<file path="src/rtl/uart_rx.sv">
`default_nettype none
// ============================================================================
// Module   : uart_rx
// Purpose  : UART receiver with 16x oversampling. It finds the start bit on a
//            falling edge and confirms it at mid-bit. It then samples each data
//            bit (LSB first) at mid-bit and checks the stop bit at mid-stop.
//            The receiver returns to idle at mid-stop, so frames with no idle
//            bits between them are received correctly.
//
// Ports    : clk          system clock, rising edge
//            rst          synchronous active-high reset
//            baud_en_16x  one-clk tick at 16x the baud rate
//            rxd          asynchronous serial input, idle high
//            rx_ready     consumer accepts rx_data while rx_valid is high
//            rx_data      received word (DATA_BITS wide)
//            rx_valid     rx_data holds an unconsumed word
//            frame_err    one-clk pulse: stop bit sampled low
//            overrun_err  one-clk pulse: good frame dropped, holding register full
//            parity_err   one-clk pulse: even-parity mismatch
//
// Config   : UART_RX_PARITY_EN -- when defined, one even-parity bit sits
//            between the data bits and the stop bit. When undefined,
//            parity_err is tied to 0.
//
// Revision : 1.0 - initial release
// ============================================================================
module uart_rx #(
  parameter int DATA_BITS = 8
) (
  input  logic                 clk,
  input  logic                 rst,
  input  logic                 baud_en_16x,
  input  logic                 rxd,
  input  logic                 rx_ready,
  output logic [DATA_BITS-1:0] rx_data,
  output logic                 rx_valid,
  output logic                 frame_err,
  output logic                 overrun_err,
  output logic                 parity_err
);

  localparam logic [2:0] c_LAST_BIT = 3'(DATA_BITS - 1);
  localparam logic [3:0] c_MID_TICK = 4'd7;   // 8th tick after the falling edge
  localparam logic [3:0] c_END_TICK = 4'd15;  // 16th tick: one bit period on

  typedef enum logic [2:0] {
    S_IDLE      = 3'd0,
    S_START     = 3'd1,
    S_DATA      = 3'd2,
`ifdef UART_RX_PARITY_EN
    S_PARITY    = 3'd3,
`endif
    S_STOP      = 3'd4,
    S_WAIT_HIGH = 3'd5
  } state_t;

  state_t               r_state;
  state_t               w_state_nxt;
  logic                 r_rxd_meta;
  logic                 r_rxd_sync;
  logic [3:0]           r_tick;
  logic [3:0]           w_tick_nxt;
  logic [2:0]           r_bit;
  logic [2:0]           w_bit_nxt;
  logic [DATA_BITS-1:0] r_shift;
  logic [DATA_BITS-1:0] w_shift_nxt;
  logic                 w_good;
  logic                 w_ferr;

  logic [DATA_BITS-1:0] r_data;
  logic                 r_valid;
  logic                 r_frame_err;
  logic                 r_overrun_err;

`ifdef UART_RX_PARITY_EN
  logic                 r_par_bit;
  logic                 w_par_nxt;
  logic                 w_perr;
  logic                 r_parity_err;
`endif

  // --------------------------------------------------------------------------
  // Input synchronizer. It resets to the idle-line level so that reset does
  // not look like a start bit.
  // --------------------------------------------------------------------------
  always_ff @(posedge clk) begin
    if (rst) begin
      r_rxd_meta <= 1'b1;
      r_rxd_sync <= 1'b1;
    end else begin
      r_rxd_meta <= rxd;
      r_rxd_sync <= r_rxd_meta;
    end
  end

  // --------------------------------------------------------------------------
  // State register and sampling datapath
  // --------------------------------------------------------------------------
  always_ff @(posedge clk) begin
    if (rst) begin
      r_state <= S_IDLE;
      r_tick  <= 4'd0;
      r_bit   <= 3'd0;
      r_shift <= '0;
`ifdef UART_RX_PARITY_EN
      r_par_bit <= 1'b0;
`endif
    end else begin
      r_state <= w_state_nxt;
      r_tick  <= w_tick_nxt;
      r_bit   <= w_bit_nxt;
      r_shift <= w_shift_nxt;
`ifdef UART_RX_PARITY_EN
      r_par_bit <= w_par_nxt;
`endif
    end
  end

  // --------------------------------------------------------------------------
  // Next-state logic. Nothing moves except on a baud tick.
  // --------------------------------------------------------------------------
  always_comb begin
    w_state_nxt = r_state;
    w_tick_nxt  = r_tick;
    w_bit_nxt   = r_bit;
    w_shift_nxt = r_shift;
    w_good      = 1'b0;
    w_ferr      = 1'b0;
`ifdef UART_RX_PARITY_EN
    w_par_nxt   = r_par_bit;
    w_perr      = 1'b0;
`endif
    if (baud_en_16x) begin
      w_tick_nxt = r_tick + 4'd1;
      case (r_state)
        S_IDLE: begin
          w_tick_nxt = 4'd0;
          if (!r_rxd_sync) begin
            w_state_nxt = S_START;
          end
        end
        S_START: begin
          // Confirm at mid-start. A line that is high again here was a glitch.
          if (r_tick == c_MID_TICK) begin
            w_tick_nxt  = 4'd0;
            w_bit_nxt   = 3'd0;
            w_state_nxt = r_rxd_sync ? S_IDLE : S_DATA;
          end
        end
        S_DATA: begin
          if (r_tick == c_END_TICK) begin
            w_shift_nxt = {r_rxd_sync, r_shift[DATA_BITS-1:1]};
            w_bit_nxt   = r_bit + 3'd1;
            if (r_bit == c_LAST_BIT) begin
              w_bit_nxt = 3'd0;
`ifdef UART_RX_PARITY_EN
              w_state_nxt = S_PARITY;
`else
              w_state_nxt = S_STOP;
`endif
            end
          end
        end
`ifdef UART_RX_PARITY_EN
        S_PARITY: begin
          if (r_tick == c_END_TICK) begin
            w_par_nxt   = r_rxd_sync;
            w_state_nxt = S_STOP;
          end
        end
`endif
        S_STOP: begin
          // Leave at mid-stop. The rest of the stop bit is spent in IDLE, so
          // the next start edge can come right after it.
          if (r_tick == c_END_TICK) begin
            w_ferr      = ~r_rxd_sync;
            w_state_nxt = r_rxd_sync ? S_IDLE : S_WAIT_HIGH;
`ifdef UART_RX_PARITY_EN
            w_perr = (r_par_bit != ^r_shift);
            w_good = r_rxd_sync & ~w_perr;
`else
            w_good = r_rxd_sync;
`endif
          end
        end
        S_WAIT_HIGH: begin
          // A held-low break must not be taken as a new start bit.
          w_tick_nxt = 4'd0;
          if (r_rxd_sync) begin
            w_state_nxt = S_IDLE;
          end
        end
        default: begin
          w_tick_nxt  = 4'd0;
          w_state_nxt = S_IDLE;
        end
      endcase
    end
  end

  // --------------------------------------------------------------------------
  // Holding register and error pulses
  // --------------------------------------------------------------------------
  always_ff @(posedge clk) begin
    if (rst) begin
      r_data        <= '0;
      r_valid       <= 1'b0;
      r_frame_err   <= 1'b0;
      r_overrun_err <= 1'b0;
`ifdef UART_RX_PARITY_EN
      r_parity_err  <= 1'b0;
`endif
    end else begin
      r_frame_err   <= w_ferr;
      r_overrun_err <= 1'b0;
`ifdef UART_RX_PARITY_EN
      r_parity_err  <= w_perr;
`endif
      if (w_good) begin
        // The register can be refilled in the same cycle the consumer drains it.
        if (!r_valid || rx_ready) begin
          r_data  <= r_shift;
          r_valid <= 1'b1;
        end else begin
          r_overrun_err <= 1'b1;
        end
      end else if (r_valid && rx_ready) begin
        r_valid <= 1'b0;
      end
    end
  end

  assign rx_data     = r_data;
  assign rx_valid    = r_valid;
  assign frame_err   = r_frame_err;
  assign overrun_err = r_overrun_err;
`ifdef UART_RX_PARITY_EN
  assign parity_err  = r_parity_err;
`else
  assign parity_err  = 1'b0;
`endif

endmodule
`default_nettype wire
</file>
<file path="config.mk">
export PLATFORM = sky130hd
export DESIGN_NAME = uart_rx
export DESIGN_NICKNAME = d
export VERILOG_FILES = /design/src/rtl/uart_rx.sv
export SDC_FILE = /design/constraint.sdc
export NUM_CORES = 1
export LEC_CHECK = 0
export CAP_MARGIN = 20
export CORE_MARGIN = 3
export CORE_UTILIZATION = 30
export DETAILED_ROUTE_END_ITERATION = 7
export PLACE_DENSITY_LB_ADDON = 0.3
export SLEW_MARGIN = 40
export SYNTH_ARGS = -nofsm -noshare
export SYNTH_HDL_FRONTEND = slang
export SYNTH_SLANG_ARGS = --single-unit
</file>
<file path="constraint.sdc">
create_clock -name clk -period 2 [get_ports clk]
set_input_delay 0.3 -clock clk [delete_from_list [all_inputs] [get_ports clk]]
set_output_delay 0.3 -clock clk [all_outputs]
set_load 0.02 [all_outputs]
</file>
==> results.sh, run 1 <==
export IMPL_fin_crit_sh_pct=92.67
export IMPL_grt_start_max_net_pins=17
export IMPL_routedWlPerCell_um=13.16
export IMPL_clkPwrFrac_pct=42.4
export IMPL_synth_simple_area_share_pct=23.01
export IMPL_setup_violations=0
export IMPL_seqPwrFrac_pct=54.0
export IMPL_setup_tns_ns=0
export IMPL_reg2reg_from="r_tick[0]$_SDFFE_PP0P_"
export IMPL_clock_skew_ns=0.004943
export IMPL_outcome="finished, final reports clean"
export IMPL_r2r_setup_slack_ns=0.15
export IMPL_core_um2=4414
export IMPL_ant_nets=0
export IMPL_post_cts_resized=0
export IMPL_antenna_found_initial=0
export IMPL_place_congestion=0.7077
export IMPL_power_mw=1.153
export IMPL_area_delta_synth_final_pct=21.48
export IMPL_path_delay_family="simple AND/OR/NAND/NOR gates"
export IMPL_synthFlopType="dfxtp_1"
export IMPL_r2r_end="r_state[1]$_SDFFE_PP0P_"
export IMPL_die_w_um=73.98
export IMPL_clock_latency_ns=0.28
export IMPL_cp_required_ns=2.22
export IMPL_internal_power_uw=880.1
export IMPL_syn_area_um2=1386
export IMPL_crit_path_end_kind="register"
export IMPL_path_depth=5
export IMPL_die_h_um=73.98
export IMPL_h_tree_depth=2
export IMPL_synthTopCellsByArea="dfxtp_1 (45%), mux2i_1 (14%), nor2_1 (5.4%)"
export IMPL_fill_cells=438
export IMPL_grt_pass1_wl_mm=4.774
export IMPL_synth_top_area_share_pct=44.77
export IMPL_fin_crit_ns=1.853
export IMPL_first_pass_iters=4
export IMPL_rsz0062_at_grt="false"
export IMPL_syn_avg_cell_area_um2=9.763
export IMPL_synth_xor_xnor_area_share_pct=0.6318
export IMPL_drt_iter0_drc=73
export IMPL_grt_pass1_vias=1104
export IMPL_holdBufCountCts=0
export IMPL_yosysTopAreaCell="dfxtp_1"
export IMPL_grtUsageTotal_pct=11.61
export IMPL_synth_edf_count=0
export IMPL_dp_hpwl_mm=2.044
export IMPL_hold_violations=0
export IMPL_grt_ovfl_total=0
export IMPL_pin_count=17
export IMPL_cts_tree="built"
export IMPL_synth_top_family_by_area="simple AND/OR/NAND/NOR gates"
export IMPL_ctsLongestPathBuffers=2
export IMPL_layout_drive_gt1_share_pct=15.43
export IMPL_dpl_cell_area_um2=1595
export IMPL_endpoint="r_state[1]$_SDFFE_PP0P_"
export IMPL_rows=24
export IMPL_worstPathArrival_ns=2.07
export IMPL_synthAdderAreaFrac_pct=2.708
export IMPL_async_reset_ff_share_pct=0
export IMPL_p_leak_nw=0.7174
export IMPL_cts_sinks=31
export IMPL_startpoint_type="register"
export IMPL_synth_distinct_cells=46
export IMPL_synth_seq_cells=31
export IMPL_drv_slew=0
export IMPL_finalInstanceArea_um2=1684
export IMPL_cp_max_fo=7
export IMPL_critPathMaxStageDelay_ns=0.52
export IMPL_p_switching_uw=272.7
export IMPL_synthMuxAreaShare_pct=13.72
export IMPL_cts_buffers=5
export IMPL_start_util_pct=31.41
export IMPL_rr_worst_depth=5
export IMPL_worst_path_buf_inv=0
export IMPL_drc=0
export IMPL_power_density_nw_per_um2=684.5
export IMPL_die_area_um2=5473
export IMPL_switching_share_pct=23.65
export IMPL_critPathSlowestCell="or4_1"
export IMPL_max_freq_mhz=539.5
export IMPL_fin_nets=169
export IMPL_vias=1080
export IMPL_synth_compound_area_share_pct=11.46
export IMPL_p_comb_share_pct=3.6
export IMPL_critPathKind="register to register"
export IMPL_clkTransAtPathRegs_ns=0.07
export IMPL_antennaDiodeCount=0
export IMPL_viasPerCell=5.047
export IMPL_numPortBuffers=15
export IMPL_cts_root_buf="clkbuf_8"
export IMPL_synth_nets=150
export IMPL_startpoint="r_tick[0]$_SDFFE_PP0P_"
export IMPL_crit_path_cell_trace="ha_1 -> and3_1 -> o32ai_2 -> or4_1 -> o21ai_1"
export IMPL_ir_drop_mv=0.3575
export IMPL_synth_warnings=0
export IMPL_ys_seq_area_share_pct=44.77
export IMPL_synth_cells=142
export IMPL_wl_mm=2.816
export IMPL_drv_cap=0
export IMPL_hp_class="register to register"
export IMPL_cts_setup_buffers=0
-- sequential cells by signal, summed over array words and instances (netlist names) --
name	count
frame_err	1
r_bit	3
r_rxd_sync	1
r_shift	8
rx_valid	1
overrun_err	1
rx_data	8
r_state	3
r_rxd_meta	1
r_tick	4
-- power groups by stage --
stage          logic (mW)  clock network, mW  registers (mW)
2_1_floorplan      0.0259                  0           0.635
3_3_place_gp       0.0407                  0           0.637
3_5_place_dp       0.0414                  0           0.637
4_1_cts            0.0416              0.508           0.623
5_1_grt            0.0450              0.537           0.623
6_report           0.0413              0.489           0.623
-- layer usage --
layer	vias to the layer above	track usage, %	part of all wire, %
li1	540	-	-
met1	515	13.04	45
met2	17	18.60	49
met3	8	4.459	4.3
met4	0	7.042	1.8
met5	-	0	0
-- area by class of cell --
| type | instances | area [um2] | share of cell area (%) |
|---|---|---|---|
| multi-input combinational | 102 | 718.2 | 42.64 |
| clock buffer | 5 | 68.82 | 4.086 |
| tap | 52 | 65.06 | 3.863 |
| sequential | 31 | 620.6 | 36.85 |
| clock inverter | 3 | 20.02 | 1.189 |
| timing repair buffer | 20 | 187.7 | 11.14 |
| inverter | 1 | 3.754 | 0.2229 |
-- synthesized netlist by cell type (2+ instances only) --
master and number:
and2_1 2, dfxtp_1 31, o21ai_0 6, or2_2 2, ha_1 3, buf_2 2, nand2_1 2, nor2_1 20
and3_1 2, nand2b_1 5, a21oi_1 4, a21o_1 2, nor3_1 5, mux2i_1 19, a31o_2 2, nand3_1 2
clkbuf_1 4
-- how the worst min path moves through the flow --
stage	from	end	slack [ns]	cells after the start
global placement	r_rxd_meta$_SDFF_PP1_	r_rxd_sync$_SDFF_PP1_	0.40	1
global route	r_rxd_meta$_SDFF_PP1_	r_rxd_sync$_SDFF_PP1_	0.43	1
CTS	r_rxd_meta$_SDFF_PP1_	r_rxd_sync$_SDFF_PP1_	0.42	1
detailed placement	r_rxd_meta$_SDFF_PP1_	r_rxd_sync$_SDFF_PP1_	0.40	1
floorplan	r_rxd_meta$_SDFF_PP1_	r_rxd_sync$_SDFF_PP1_	0.39	1
finish	r_rxd_meta$_SDFF_PP1_	r_rxd_sync$_SDFF_PP1_	0.41	1
-- cell families (layout without fill, tap and decap cells) --
group,count (synthesis),count (layout)
compound gates,23,23
other cells,1,1
flops,31,31
mux,19,19
fa+ha+maj,3,3
buf+inv,9,29
xor+xnor,1,1
simple gates,55,55
-- metrics by stage --
| stage | setup slack (ns) | util, % | hold slack [ns] | cells |
|---|---|---|---|---|
| floorplan | 0.4318 | - | 0.3895 | 142 |
| global placement | 0.1818 | 36.14 | 0.3988 | 206 |
| detailed placement | 0.1269 | 36.14 | 0.3973 | 206 |
| CTS | 0.1594 | 38.15 | 0.4173 | 214 |
| global route | 0.02801 | 38.15 | 0.4290 | 214 |
| finish | 0.1465 | 38.15 | 0.4139 | 214 |
-- cell usage in the layout (no fill, tap or decap), types with 2 or more instances in the layout --
master / instances
mux2i_1: 19
or2_2: 2
and3_1: 2
clkdlybuf4s50_1: 15
buf_4: 5
clkinvlp_4: 2
nand2_1: 2
a21oi_1: 4
nor3_1: 5
and2_1: 2
a31o_2: 2
nand2b_1: 5
nand3_1: 2
clkbuf_8: 5
nor2_1: 20
ha_1: 3
dfxtp_1: 31
o21ai_0: 6
a21o_1: 2
No activity file was read; power rests on OpenSTA's default activity.
==> run 2: changes to the inputs <==
--- a/config.mk
+++ b/config.mk
@@ -5,11 +5,12 @@
 export SDC_FILE = /design/constraint.sdc
 export NUM_CORES = 1
 export LEC_CHECK = 0
-export CAP_MARGIN = 20
 export CORE_MARGIN = 3
 export CORE_UTILIZATION = 30
+export CTS_BUF_LIST = sky130_fd_sc_hd__clkbuf_16
 export DETAILED_ROUTE_END_ITERATION = 7
 export PLACE_DENSITY_LB_ADDON = 0.3
+export SETUP_SLACK_MARGIN = 0.3
 export SLEW_MARGIN = 40
 export SYNTH_ARGS = -nofsm -noshare
 export SYNTH_HDL_FRONTEND = slang
==> run 2 against run 1 <==
  * Largest power group is now the clock network
  * Total power grew 21%
  * Die area unchanged
  * Non-clock buffer count rose by 1
  * First-iteration DRC count shrank 40%
  * Final cell count rose by 0.47%
  * Clock skew is 0.0010 ns lower
  * Maximum frequency grew 14%
  * Setup slack better by 0.23 ns
==> results.sh, run 2 (synthesized netlist as in run 1, its figures left out) <==
export IMPL_worst_path_buf_inv=0
export IMPL_clock_skew_ns=0.003948
export IMPL_core_um2=4414
export IMPL_path_depth=5
export IMPL_setup_tns_ns=0
export IMPL_grt_ovfl_total=0
export IMPL_viasPerCell=5.102
export IMPL_antennaDiodeCount=0
export IMPL_r2r_end="r_state[1]$_SDFFE_PP0P_"
export IMPL_rsz0062_at_grt="true"
export IMPL_critPathKind="register to register"
export IMPL_cts_buffers=5
export IMPL_clkPwrFrac_pct=52.2
export IMPL_setup_violations=0
export IMPL_layout_commonest_cell="dfxtp_1"
export IMPL_fin_nets=170
export IMPL_switching_share_pct=21.26
export IMPL_rows=24
export IMPL_p_switching_uw=296.2
export IMPL_seqPwrFrac_pct=44.8
export IMPL_grt_pass1_wl_mm=4.899
export IMPL_max_freq_mhz=616.8
export IMPL_ctsLongestPathBuffers=2
export IMPL_p_comb_share_pct=3.0
export IMPL_cts_root_buf="clkbuf_16"
export IMPL_drt_iter0_drc=44
export IMPL_drv_cap=0
export IMPL_endpoint="r_state[1]$_SDFFE_PP0P_"
export IMPL_cts_sinks=31
export IMPL_clkTransAtPathRegs_ns=0.05
export IMPL_grtUsageTotal_pct=11.84
export IMPL_crit_path_cell_trace="ha_4 -> and3_4 -> o32ai_2 -> or4_1 -> o21ai_1"
export IMPL_die_area_um2=5473
export IMPL_pin_count=17
export IMPL_critPathSlowestCell="or4_1"
export IMPL_routedWlPerCell_um=13.38
export IMPL_layout_drive_gt1_share_pct=17.79
export IMPL_wl_mm=2.876
export IMPL_ir_drop_mv=0.4314
export IMPL_clock_latency_ns=0.27
export IMPL_startpoint="r_tick[1]$_SDFFE_PP0P_"
export IMPL_start_util_pct=31.41
export IMPL_critPathMaxStageDelay_ns=0.52
export IMPL_vias=1097
export IMPL_hold_slack_ns=0.4322
export IMPL_outcome="finished, final reports clean"
export IMPL_place_congestion=0.7077
export IMPL_ant_nets=0
export IMPL_drc=0
export IMPL_hp_class="register to register"
export IMPL_fin_crit_ns=1.621
export IMPL_numPortBuffers=15
export IMPL_p_leak_nw=0.7438
export IMPL_first_pass_iters=4
export IMPL_crit_path_end_kind="register"
export IMPL_finalInstanceArea_um2=1775
export IMPL_grt_pass1_vias=1132
export IMPL_grt_start_max_net_pins=17
export IMPL_internal_power_mw=1.097
export IMPL_cp_required_ns=2.21
export IMPL_fin_crit_sh_pct=81.07
export IMPL_worst_slack_ns=0.3786
export IMPL_drv_slew=0
export IMPL_post_layout_nonfiller_instances=215
export IMPL_hold_violations=0
export IMPL_area_delta_synth_final_pct=28.07
export IMPL_worstPathArrival_ns=1.83
export IMPL_cp_max_fo=7
export IMPL_reg2reg_from="r_tick[1]$_SDFFE_PP0P_"
export IMPL_placed_cells=206
export IMPL_post_place_ws_ns=0.1269
export IMPL_antenna_found_initial=0
export IMPL_power_mw=1.393
export IMPL_path_delay_family="simple AND/OR/NAND/NOR gates"
export IMPL_layout_common_cells="dfxtp_1 (30), nor2_1 (20), mux2i_1 (19)"
export IMPL_rr_worst_depth=5
export IMPL_r2r_setup_slack_ns=0.38
export IMPL_die_h_um=73.98
export IMPL_dpl_cell_area_um2=1595
export IMPL_holdBufCountCts=0
export IMPL_power_density_nw_per_um2=784.6
export IMPL_startpoint_type="register"
export IMPL_h_tree_depth=2
export IMPL_dp_hpwl_mm=2.044
export IMPL_utilization_pct=40.22
export IMPL_die_w_um=73.98
export IMPL_cts_tree="built"
## run 2: power groups by stage
stage,logic (mW),clock network [mW],registers [mW]
finish,0.0415,0.727,0.625
global route,0.0455,0.781,0.625
CTS,0.0419,0.748,0.624
detailed placement,0.0414,0,0.637
global placement,0.0407,0,0.637
floorplan,0.0259,0,0.635
## run 2: layout make-up
| class | instances | area (um2) |
|---|---|---|
| repair buffers | 21 | 195.2 |
| flip-flops and latches | 31 | 621.8 |
| multi-input cells | 102 | 744.5 |
| well taps | 52 | 65.06 |
| inverters | 1 | 3.754 |
| clock inverters | 3 | 20.02 |
| clock buffers | 5 | 125.1 |
| fillers | 432 | 2639 |
## run 2: timing repair
| action | CTS | global route |
|---|---|---|
| buffers inserted | 0 | 1 |
| gates resized for setup | 4 | 2 |
| endpoints found under the setup margin | 17 | 1 |
## run 2: worst min path at each step
stage                                      from               endpoint  slack [ns]  depth (start not counted)
after floorplan           r_rxd_meta$_SDFF_PP1_  r_rxd_sync$_SDFF_PP1_        0.39                          1
after global placement    r_rxd_meta$_SDFF_PP1_  r_rxd_sync$_SDFF_PP1_        0.40                          1
after detailed placement  r_rxd_meta$_SDFF_PP1_  r_rxd_sync$_SDFF_PP1_        0.40                          1
after CTS                 r_rxd_meta$_SDFF_PP1_  r_rxd_sync$_SDFF_PP1_        0.43                          1
after global routing      r_rxd_meta$_SDFF_PP1_  r_rxd_sync$_SDFF_PP1_        0.45                          1
final                     r_rxd_meta$_SDFF_PP1_  r_rxd_sync$_SDFF_PP1_        0.43                          1
## run 2: per-layer routing
metal  wire [um]  global-route usage (%)  up-vias
li1            -                       -      543
met1        1250                   12.96      521
met2        1399                   19.49       25
met3         157                   5.541        8
met4          69                   5.433        0
met5           0                       0        -
## run 2: worst register-to-register path, cell delays in order, from the launching register on
cell and delay (ns):
dfxtp_1 0.39, ha_4 0.17, and3_4 0.26, o32ai_2 0.13, or4_1 0.52, o21ai_1 0.09
==> run 3: changes to the inputs <==
==> constraint.sdc (replaced) <==
create_clock -name clk -period 1.3 [get_ports clk]
set_input_delay 0.195 -clock clk [delete_from_list [all_inputs] [get_ports clk]]
set_output_delay 0.195 -clock clk [all_outputs]
set_load 0.02 [all_outputs]
==> run 3 against run 2 <==
  * Via count is 6.9% higher
  * Clock-buffer cell count stayed put
  * Design area is 17% higher
  * Non-clock buffer count is 27 higher
  * Largest cell class unchanged
  * Worst hold slack worse by 0.025 ns
  * The run now ends with setup timing left
  * Critical path depth stayed put
  * Critical endpoint is now r_state[0]$_SDFFE_PP0P_
  * Clock power is 82% higher
==> results.sh, run 3 (synthesized netlist as in run 1, its figures left out) <==
export IMPL_outcome="complete, but fails checks"
export IMPL_routedWlPerCell_um=13.49
export IMPL_grt_start_max_net_pins=20
export IMPL_placed_cells=228
export IMPL_antennaDiodeCount=0
export IMPL_h_tree_depth=2
export IMPL_drv_slew=0
export IMPL_fin_nets=197
export IMPL_drv_cap=0
export IMPL_violations="setup timing"
export IMPL_worstPathArrival_ns=1.62
export IMPL_startpoint="r_state[1]$_SDFFE_PP0P_"
export IMPL_cp_required_ns=1.46
export IMPL_holdBufCountCts=0
export IMPL_grt_pass1_vias=1167
export IMPL_die_h_um=73.98
export IMPL_r2r_setup_slack_ns=-0.15
export IMPL_clkTransAtPathRegs_ns=0.05
export IMPL_cts_buffers=5
export IMPL_setup_tns_ns=-1.387
export IMPL_drc=0
export IMPL_wl_mm=3.265
export IMPL_endpoint="r_state[0]$_SDFFE_PP0P_"
export IMPL_die_w_um=73.98
export IMPL_rsz0062_at_grt="true"
export IMPL_rr_worst_depth=5
export IMPL_first_pass_iters=4
export IMPL_grt_ovfl_total=0
export IMPL_layout_commonest_cell="buf_4"
export IMPL_utilization_pct=47.22
export IMPL_fin_crit_sh_pct=111.9
export IMPL_die_area_um2=5473
export IMPL_clock_latency_ns=0.27
export IMPL_hold_slack_ns=0.4069
export IMPL_r2r_end="r_state[0]$_SDFFE_PP0P_"
export IMPL_cts_root_buf="clkbuf_16"
export IMPL_rows=24
export IMPL_core_um2=4414
export IMPL_cp_max_fo=8
export IMPL_numPortBuffers=15
export IMPL_setup_violations=24
export IMPL_startpoint_type="register"
export IMPL_grtUsageTotal_pct=13.27
export IMPL_viasPerCell=4.847
export IMPL_finalInstanceArea_um2=2085
export IMPL_worst_slack_ns=-0.1542
export IMPL_hold_violations=0
export IMPL_cts_sinks=31
export IMPL_crit_path_end_kind="register"
export IMPL_power_mw=2.373
export IMPL_reg2reg_from="r_state[1]$_SDFFE_PP0P_"
export IMPL_place_congestion=0.8302
export IMPL_clock_skew_ns=0.002868
export IMPL_pin_count=17
export IMPL_post_place_ws_ns=-0.3738
export IMPL_grt_pass1_wl_mm=5.388
export IMPL_p_leak_nw=0.9644
export IMPL_start_util_pct=31.41
export IMPL_dp_hpwl_mm=2.280
export IMPL_post_layout_nonfiller_instances=242
export IMPL_cts_tree="built"
export IMPL_ant_nets=0
export IMPL_layout_common_cells="buf_4 (29), dfxtp_1 (25), nor2_1 (20)"
export IMPL_fin_crit_ns=1.454
export IMPL_drt_iter0_drc=49
export IMPL_critPathKind="register to register"
export IMPL_ir_drop_mv=0.7537
export IMPL_ctsLongestPathBuffers=2
export IMPL_layout_drive_gt1_share_pct=43.68
export IMPL_dpl_cell_area_um2=1834
export IMPL_hp_class="register to register"
export IMPL_power_density_nw_per_um2=1139
export IMPL_max_freq_mhz=687.7
export IMPL_area_delta_synth_final_pct=50.36
export IMPL_antenna_found_initial=0
export IMPL_vias=1173
-- run 3: area by class of cell --
cell class,count,area [um2]
clock buffer,5,125.1
clock inverter,3,43.79
fill,412,2330
inverter,1,3.754
multi-input combinational,102,827.0
sequential,31,633.1
tap,52,65.06
timing repair buffer,48,386.6
-- run 3: where the power goes --
group | switching (mW) | internal [mW] | total [mW]
combinational | 0.0485 | 0.0497 | 0.0982
sequential | 0.00297 | 0.952 | 0.955
clock | 0.419 | 0.902 | 1.32
-- run 3: worst max-delay path, cell delays in order (launching register included) --
cell and delay [ns]:
dfxtp_4 0.38, or3b_4 0.41, o21ai_4 0.17, buf_6 0.13
nor3_2 0.04, a31o_2 0.22
-- run 3: worst min path at each step --
stage	depth (start not counted)	slack, ns	end	start
global route	1	0.42	r_rxd_sync$_SDFF_PP1_	r_rxd_meta$_SDFF_PP1_
CTS	1	0.41	r_rxd_sync$_SDFF_PP1_	r_rxd_meta$_SDFF_PP1_
global placement	1	0.39	r_rxd_sync$_SDFF_PP1_	r_rxd_meta$_SDFF_PP1_
detailed placement	1	0.40	r_rxd_sync$_SDFF_PP1_	r_rxd_meta$_SDFF_PP1_
finish	1	0.41	r_rxd_sync$_SDFF_PP1_	r_rxd_meta$_SDFF_PP1_
floorplan	1	0.30	r_rxd_meta$_SDFF_PP1_	rxd
-- run 3: timing repair --
item	CTS	global route
buffers inserted	5	1
cloned	0	0
pin swaps	5	6
gates resized for setup	58	12
setup endpoints to repair	42	32
-- run 3: per-layer routing --
metal  share of wire [%]  global-route usage (%)
met1                  47                   16.21
met2                  48                   20.77
met3                 3.3                   5.270
met4                 1.4                   5.634
met5                   0                       0
